[src/rtl/melody_matcher.sv]
// melody_matcher: debounces the note recognizer's report stream into
// accepted note events, tracks progress through a parameter-programmed
// melody and flags a complete match (and the resulting "unlocked" level).
//
// Optional build macro: MELODY_MATCHER_TIMEOUT_EN
//   Defined   : an inactivity counter abandons partial progress after
//               timeout_ms milliseconds without an accepted note.
//   Undefined : no counter; progress persists indefinitely.

module melody_matcher #(
    parameter int unsigned clk_mhz    = 50,
    parameter int unsigned melody_len = 4,
    parameter logic [31:0] melody     = 32'h0000_B740,
    parameter int unsigned stable_cnt = 4,
    parameter int unsigned timeout_ms = 2000
) (
    input  logic                            clk,
    input  logic                            rst,
    input  logic                            note_vld,
    input  logic [3:0]                      note_idx,
    output logic                            acc_vld,
    output logic [3:0]                      acc_idx,
    output logic [$clog2(melody_len+1)-1:0] progress,
    output logic                            match,
    output logic                            unlocked
);

    localparam int unsigned PW        = $clog2(melody_len + 1);
    localparam logic [3:0]  NO_NOTE   = 4'hF;
    localparam logic [3:0]  SCNT_MAX  = 4'd15;
    localparam logic [3:0]  FIRST_IDX = 4'd12;

    // Reject parameter values outside the supported ranges at elaboration.
    if (melody_len < 1 || melody_len > 8) begin : g_bad_len
        $error("melody_matcher: melody_len must be 1..8");
    end
    if (stable_cnt < 1 || stable_cnt > 15) begin : g_bad_stable
        $error("melody_matcher: stable_cnt must be 1..15");
    end
    if (clk_mhz < 1 || timeout_ms < 1) begin : g_bad_timeout
        $error("melody_matcher: clk_mhz and timeout_ms must be non-zero");
    end

    logic [3:0] cand;
    logic [3:0] scnt;
    logic [3:0] last;

    logic       no_note_c;
    logic [3:0] scnt_upd_c;
    logic       accept_c;
    logic [3:0] mel_note_c;
    logic       hit_c;
    logic       is_last_c;
    logic       first_hit_c;
    logic       tmo_fire_c;

    // Debounce decision for the current report: updated stability count and accept.
    always_comb begin
        no_note_c  = 1'b0;
        scnt_upd_c = 4'd1;
        accept_c   = 1'b0;
        no_note_c  = (note_idx >= FIRST_IDX);
        if (note_idx == cand) begin
            scnt_upd_c = (scnt == SCNT_MAX) ? SCNT_MAX : scnt + 4'd1;
        end
        accept_c = note_vld && !no_note_c
                   && (scnt_upd_c == 4'(stable_cnt))
                   && (note_idx != last);
    end

    // Debounce state and the accepted-note outputs.
    always_ff @(posedge clk) begin
        if (rst) begin
            cand    <= NO_NOTE;
            scnt    <= 4'd0;
            last    <= NO_NOTE;
            acc_vld <= 1'b0;
            acc_idx <= NO_NOTE;
        end else begin
            acc_vld <= accept_c;
            if (accept_c) begin
                acc_idx <= note_idx;
            end
            if (note_vld) begin
                if (no_note_c) begin
                    cand <= NO_NOTE;
                    scnt <= 4'd0;
                end else begin
                    cand <= note_idx;
                    scnt <= scnt_upd_c;
                end
            end
            // Silence re-arms a repeated note; an abandoned attempt does too.
            if (note_vld && no_note_c) begin
                last <= NO_NOTE;
            end else if (accept_c) begin
                last <= note_idx;
            end else if (tmo_fire_c) begin
                last <= NO_NOTE;
            end
        end
    end

    // Compare the accepted note against the expected melody note at progress p.
    always_comb begin
        mel_note_c  = 4'd0;
        hit_c       = 1'b0;
        is_last_c   = 1'b0;
        first_hit_c = 1'b0;
        mel_note_c  = melody[4 * int'(progress) +: 4];
        hit_c       = (acc_idx == mel_note_c);
        is_last_c   = (progress == PW'(melody_len - 1));
        first_hit_c = (acc_idx == melody[3:0]);
    end

    // Melody progress, match pulse and unlocked level.
    always_ff @(posedge clk) begin
        if (rst) begin
            progress <= '0;
            match    <= 1'b0;
            unlocked <= 1'b0;
        end else begin
            match <= 1'b0;
            if (acc_vld) begin
                if (hit_c && is_last_c) begin
                    match    <= 1'b1;
                    progress <= '0;
                    unlocked <= 1'b1;
                end else if (hit_c) begin
                    progress <= progress + PW'(1);
                    unlocked <= 1'b0;
                end else if (first_hit_c) begin
                    // A one-note melody never lands here: its hit case covers note 0.
                    progress <= PW'(1);
                    unlocked <= 1'b0;
                end else begin
                    progress <= '0;
                    unlocked <= 1'b0;
                end
            end else if (tmo_fire_c) begin
                progress <= '0;
            end
        end
    end

`ifdef MELODY_MATCHER_TIMEOUT_EN
    localparam int unsigned TMO_CYCLES = clk_mhz * 1000 * timeout_ms;
    localparam int unsigned TW         = (TMO_CYCLES > 1) ? $clog2(TMO_CYCLES) : 1;
    localparam logic [TW-1:0] TMO_LIMIT = TW'(TMO_CYCLES - 1);

    logic [TW-1:0] tmo_cnt;

    // Inactivity counter: restarts on every accepted note, saturates at the limit.
    always_ff @(posedge clk) begin
        if (rst || acc_vld) begin
            tmo_cnt <= '0;
        end else if (tmo_cnt != TMO_LIMIT) begin
            tmo_cnt <= tmo_cnt + TW'(1);
        end
    end

    // An accepted note in the same cycle takes priority over the timeout.
    assign tmo_fire_c = (tmo_cnt == TMO_LIMIT) && (progress != '0) && !acc_vld;
`else
    assign tmo_fire_c = 1'b0;
`endif

endmodule

[config.mk]
export PLATFORM = sky130hd
export DESIGN_NAME = melody_matcher
export DESIGN_NICKNAME = d
export VERILOG_FILES = /design/src/rtl/melody_matcher.sv
export SDC_FILE = /design/constraint.sdc
export NUM_CORES = 1
export LEC_CHECK = 0
export CAP_MARGIN = 20
export CORE_AREA = 2 2 48 50
export DETAILED_ROUTE_END_ITERATION = 12
export DIE_AREA = 0 0 50 52
export GPL_TIMING_DRIVEN = 0
export PLACE_DENSITY = 0.79
export SYNTH_ARGS = -nofsm -noshare
export SYNTH_HDL_FRONTEND = slang
export SYNTH_SLANG_ARGS = --single-unit
[constraint.sdc]
create_clock -name clk -period 5.09 [get_ports clk]
set_input_delay 1.2725 -clock clk [delete_from_list [all_inputs] [get_ports clk]]
set_output_delay 1.2725 -clock clk [all_outputs]
set_load 0.01 [all_outputs]
==> results of run 1 <==
[state kept, by name, indices dropped and copies added (netlist names)]
| name | count |
|---|---|
| acc_idx | 4 |
| cand | 4 |
| last | 4 |
| scnt | 4 |
| progress | 3 |
| acc_vld | 1 |
| match | 1 |
| unlocked | 1 |
[routing by layer]
metal	vias up	global-route usage (%)
met3	4	3.45
met4	0	6.94
li1	462	-
met1	427	21.8
met2	17	32.5
met5	-	0
[cell usage after synthesis, types with 2 or more instances]
library cell  number  area [um2]
dfxtp_1           22         440
nor2_1            18        67.6
mux2i_1            9        90.1
nand2_1            9        33.8
a21oi_1            8        40.0
xor2_1             8        70.1
nand2b_1           7        43.8
a31oi_1            3        18.8
clkbuf_1           3        11.3
ha_1               3        37.5
nor2b_1            3        18.8
a211o_1            2        17.5
and2_1             2        12.5
inv_1              2        7.51
nand3_1            2        10.0
o22ai_1            2        12.5
xnor2_1            2        17.5
[through the flow]
step | power [mW] | instances | util [%] | instance area [um2]
2_1_floorplan | 0.195 | 121 | - | 1100
3_3_place_gp | 0.206 | 165 | 61.4 | 1290
5_1_grt | 0.311 | 169 | 63.1 | 1330
3_5_place_dp | 0.207 | 165 | 61.4 | 1290
6_report | 0.299 | 169 | 63.1 | 1330
4_1_cts | 0.301 | 169 | 63.1 | 1330
[power breakdown]
part	switching, mW	internal, mW	leakage, nW
Combinational	0.0143	0.0118	0.346
Clock	0.0521	0.0436	0.0210
Sequential	0.00210	0.175	0.179
Total	0.0685	0.230	0.546
[worst reg2reg max path, cell delays in order, from the launching register on]
cell and delay [ns]:
dfxtp_1 0.36, ha_1 0.21, ha_1 0.25, xnor2_1 0.15, and3_1 0.28, or3b_1 0.38, a211oi_2 0.17
[kinds of logic after synthesis]
kind of cell / count (synthesis)
AOI/OAI and AO/OA: 19
xor gates and xnor gates: 10
adders and majority gates: 3
buffers and inverters: 6
DFF: 22
muxes: 9
and+or+nand+nor: 52
[worst max path at each step]
stage / startpoint / endpoint / slack, ns / depth (start not counted)
final: note_idx[0] / last[2]$_SDFFE_PP1P_ / 2.39 / 7
after global routing: note_idx[0] / last[0]$_SDFFE_PP1P_ / 2.24 / 7
after CTS: note_idx[0] / last[2]$_SDFFE_PP1P_ / 2.39 / 7
after detailed placement: note_idx[0] / last[2]$_SDFFE_PP1P_ / 2.05 / 7
after global placement: note_idx[1] / last[2]$_SDFFE_PP1P_ / 2.06 / 7
after floorplan: note_idx[0] / acc_idx[2]$_SDFFE_PP1P_ / 2.71 / 6
[area by class of cell]
| class | instances | area, um2 | area share [%] |
|---|---|---|---|
| Timing Repair Buffer | 16 | 160 | 12.1 |
| Multi-Input combinational cell | 93 | 627 | 47.2 |
| Sequential cell | 22 | 440 | 33.1 |
| Inverter | 2 | 7.51 | 0.565 |
| Buffer | 4 | 22.5 | 1.69 |
| Tap cell | 28 | 35.0 | 2.64 |
| Clock buffer | 4 | 36.3 | 2.73 |
==> impl_metrics.tcl, run 1 <==
set metrics [dict create \
    status "finished clean" \
    p_per_area_nw_per_um2 225 \
    cts_buffers 3 \
    core_region_area_um2 2110 \
    place_ws_ns 2.05 \
    reg2reg_depth 6 \
    die_x_um 50 \
    clock_sinks 22 \
    fillCellCount 174 \
    crit_type "in2reg" \
    tns_ns 0 \
    synth_compound_area_share_pct 11.7 \
    async_flop_share_pct 0 \
    yosys-mux-area-fraction_pct 8.21 \
    drive_gt1_share_pct 6.38 \
    ys.warnings.count 0 \
    ir_drop_mv 0.134 \
    synth_fp_nets 131 \
    layout_common_cells "dfxtp_1 (22), nor2_1 (18), clkdlybuf4s50_1 (16)" \
    r2r-start "progress[0]$_SDFFE_PP0P_" \
    synth_cells 121 \
    avgSynthCellArea_um2 9.07 \
    root_buffer "clkbuf_4" \
    grt_max_degree 13 \
    post_cts_resized 0 \
    grt_overflow 0 \
    worstHoldEndpoint "unlocked$_SDFFE_PP0P_" \
    fmax_ghz 0.371 \
    htreeDepth 1 \
    required_ns 5.29 \
    gp_congestion 0.771 \
    whs_ns 0.484 \
    max_slew.worst_pin.slew_ns 0.549 \
    grtUsageTotal_pct 18.3 \
    synth_top_family_by_area "simple AND/OR/NAND/NOR gates" \
    antenna_found_initial 0 \
    dp_hpwl_um 1540 \
    initial_core_util_pct 52.1 \
    min_period_ns 2.70 \
    finalHoldViolations 0 \
    wirelength_um 2030 \
    hold_path_depth 2 \
    synthAdderAreaFrac_pct 3.42 \
    cp_slowest_cell "clkdlybuf4s50_1" \
    ios 17 \
    critical_path.max_stage_delay_ns 0.51 \
    post_cts.repair.setup_buffers 0 \
    ff2ff_setup_slack_ns 3.24 \
    startpoint_type "primary input" \
    path_cells "clkdlybuf4s50_1 > xor2_1 > nor4_2 > and3_4 > nand3_2 > buf_6 > mux2i_1" \
    cp.arrival_ns 2.90 \
    crit_fanout 9 \
    r2r-end "progress[0]$_SDFFE_PP0P_" \
    hold_start "unlocked$_SDFFE_PP0P_" \
    nNetsFinal 152 \
    first_pass_iters 4 \
    met1_length_um 938 \
    synth-seq-cells 22 \
    ys.flop_type "dfxtp_1" \
    hold_buffers 0 \
    clock_insertion_delay_worst_skew_ns 0.30 \
    routed_via_density 5.38 \
    fin_crit_sh_pct 52.9 \
    synth_simple_gate_area_share_pct 25.8 \
    skew_ns 0.000513 \
    die_h_um 52 \
    synth_edf_count 0 \
    grt_pass1_wl_um 3630 \
    wl_per_cell_um 12.0 \
    syn_area_um2 1100 \
    worst-path-buf-inv 2 \
    diodes 0 \
    tritoncts "built" \
    synth_cell_types 33 \
    p_leak_nw 0.546 \
    path_delay_family "buffers and inverters" \
    row_count 17 \
    ant_nets 0 \
    drc 0 \
    synthToLayoutAreaGrowth_pct 21.1 \
    drt_iter0_drc 7 \
    relSlewSlack_pct 63.4 \
    synth-xor-area-share_pct 7.98 \
    max_cap_viol_count 0 \
    rsz0062_at_grt "false" \
    ctsLongestPathBuffers 2 \
    vias 910 \
    layout_setup_ws_ns 2.39 \
    finalSetupViolCount 0 \
    die_area_um2 2600 \
    dr_wl_met2_um 992 \
    wl_met3_um 72 \
    topRoutingLayerUsed "met4" \
    slew_violations 0 \
    ys_seq_area_share_pct 40.1 \
    hp-class "reg2reg" \
    numPortBuffers 16 \
    path_clk_slew_ns 0.12 \
    final_common_cell "dfxtp_1" \
    crit_path_end_kind "flip-flop" \
    first_global_vias 857 \
]
Power figures use the tool's default switching activity.
==> run 2: changes to the inputs <==
--- a/config.mk
+++ b/config.mk
@@ -6,11 +6,11 @@
 export NUM_CORES = 1
 export LEC_CHECK = 0
 export CAP_MARGIN = 20
-export CORE_AREA = 2 2 48 50
+export CORE_AREA = 2 2 52 54
 export DETAILED_ROUTE_END_ITERATION = 12
-export DIE_AREA = 0 0 50 52
+export DIE_AREA = 0 0 54 56
 export GPL_TIMING_DRIVEN = 0
-export PLACE_DENSITY = 0.79
+export PLACE_DENSITY = 0.71
 export SYNTH_ARGS = -nofsm -noshare
 export SYNTH_HDL_FRONTEND = slang
 export SYNTH_SLANG_ARGS = --single-unit
==> constraint.sdc (replaced) <==
create_clock -name clk -period 2.4 [get_ports clk]
set_input_delay 0.6 -clock clk [delete_from_list [all_inputs] [get_ports clk]]
set_output_delay 0.6 -clock clk [all_outputs]
set_load 0.01 [all_outputs]
==> impl_metrics.tcl, run 2 (synthesized netlist as in run 1, its figures left out) <==
set metrics [dict create \
    status "finished clean" \
    grtUsageTotal_pct 16.5 \
    dp_cells 167 \
    p_leak_nw 0.539 \
    routed_via_density 5.35 \
    cp-startpoint "note_idx[0]" \
    vias 910 \
    tritoncts "built" \
    hold_buffers 0 \
    fmax_ghz 0.486 \
    path_depth 7 \
    r2r-start "progress[0]$_SDFFE_PP0P_" \
    dp_hpwl_um 1560 \
    cp_slowest_cell "clkdlybuf4s50_1" \
    finalHoldViolations 0 \
    ctsLongestPathBuffers 2 \
    layoutNonFillerInstCount 170 \
    synthToLayoutAreaGrowth_pct 20.1 \
    totalPowerFinal_uw 602 \
    grt_overflow 0 \
    max_cap_viol_count 0 \
    htreeDepth 1 \
    ir_drop_mv 0.345 \
    path_delay_family "buffers and inverters" \
    startpoint_type "primary input" \
    first_pass_iters 5 \
    post_cts_resized 0 \
    wl_per_cell_um 12.4 \
    ant_nets 0 \
    cts_buffers 3 \
    fin_crit_sh_pct 85.7 \
    die_x_um 54 \
    drt_iter0_drc 6 \
    required_ns 2.60 \
    ios 17 \
    critical_path.max_stage_delay_ns 0.52 \
    crit_fanout 9 \
    slew_violations 0 \
    layout_setup_ws_ns 0.343 \
    hp-class "reg2reg" \
    max_slew.worst_pin.slew_ns 0.515 \
    endpoint "acc_idx[3]$_SDFFE_PP1P_" \
    grt_max_degree 12 \
    layout_common_cells "dfxtp_1 (22), nor2_1 (18), clkdlybuf4s50_1 (16)" \
    clock_insertion_delay_worst_skew_ns 0.31 \
    nNetsFinal 152 \
    wirelength_um 2100 \
    relSlewSlack_pct 65.6 \
    clock_sinks 22 \
    first_global_vias 860 \
    gp_congestion 0.752 \
    die_h_um 56 \
    row_count 18 \
    min_period_ns 2.06 \
    drive_gt1_share_pct 5.71 \
    root_buffer "clkbuf_4" \
    drc 0 \
    worst-path-buf-inv 2 \
    skew_ns 0.00301 \
    initial_core_util_pct 45.1 \
    reg2reg_depth 6 \
    r2r-end "progress[0]$_SDFFE_PP0P_" \
    tns_ns 0 \
    final_common_cell "dfxtp_1" \
    hold_start "unlocked$_SDFFE_PP0P_" \
    die_area_um2 3020 \
    place_ws_ns -0.0161 \
    diodes 0 \
    ff2ff_setup_slack_ns 0.53 \
    finalSetupViolCount 0 \
    antenna_found_initial 0 \
    numPortBuffers 16 \
    path_cells "clkdlybuf4s50_1 > xor2_1 > nor4_2 > and3_4 > nand3_2 > buf_6 > mux2i_1" \
    core_region_area_um2 2430 \
    rsz0062_at_grt "false" \
    p_per_area_nw_per_um2 457 \
    post_cts.repair.setup_buffers 0 \
    grt_pass1_wl_um 3750 \
    crit_path_end_kind "flip-flop" \
    cp.arrival_ns 2.26 \
    crit_type "in2reg" \
    path_clk_slew_ns 0.12 \
]
-- run 2: worst min-delay path by stage --
stage	to	slack (ns)	cells past startpoint
global route	unlocked$_SDFFE_PP0P_	0.53	2
global placement	unlocked$_SDFFE_PP0P_	0.46	2
CTS	unlocked$_SDFFE_PP0P_	0.48	2
detailed placement	unlocked$_SDFFE_PP0P_	0.46	2
floorplan	cand[2]$_SDFFE_PP1P_	0.46	1
finish	unlocked$_SDFFE_PP0P_	0.48	2
-- run 2: area by class of cell --
type,count,area (um2)
flip-flops and latches,22,440
clock buffers,3,22.5
fillers,245,1110
multi-input cells,93,627
well taps,30,37.5
repair buffers,16,160
inverters,2,7.51
plain buffers,4,22.5
-- run 2: metrics by stage --
| stage | cell area (um2) | hold slack, ns | utilization [%] |
|---|---|---|---|
| floorplan | 1100 | 0.458 | - |
| global placement | 1290 | 0.462 | 53.2 |
| detailed placement | 1290 | 0.462 | 53.2 |
| CTS | 1320 | 0.481 | 54.2 |
| global route | 1320 | 0.530 | 54.2 |
| finish | 1320 | 0.478 | 54.2 |
-- run 2: worst min-delay path: cells and delay by family, from the launching register on --
kind / cells / cell delay, ns
AOI/OAI and AO/OA: 1 / 0.06
DFF: 1 / 0.33
and+or+nand+nor: 1 / 0.06
-- run 2: per-layer routing --
metal	GRT usage (%)	routed length, um
met4	6.43	23
met1	22.7	997
met5	0	0
met3	2.42	68
met2	25.4	1010
-- run 2: where the power goes --
group / internal (mW) / switching (mW) / total (mW)
combinational: 0.0251 / 0.0309 / 0.0559
sequential: 0.370 / 0.00451 / 0.375
clock: 0.0586 / 0.113 / 0.171
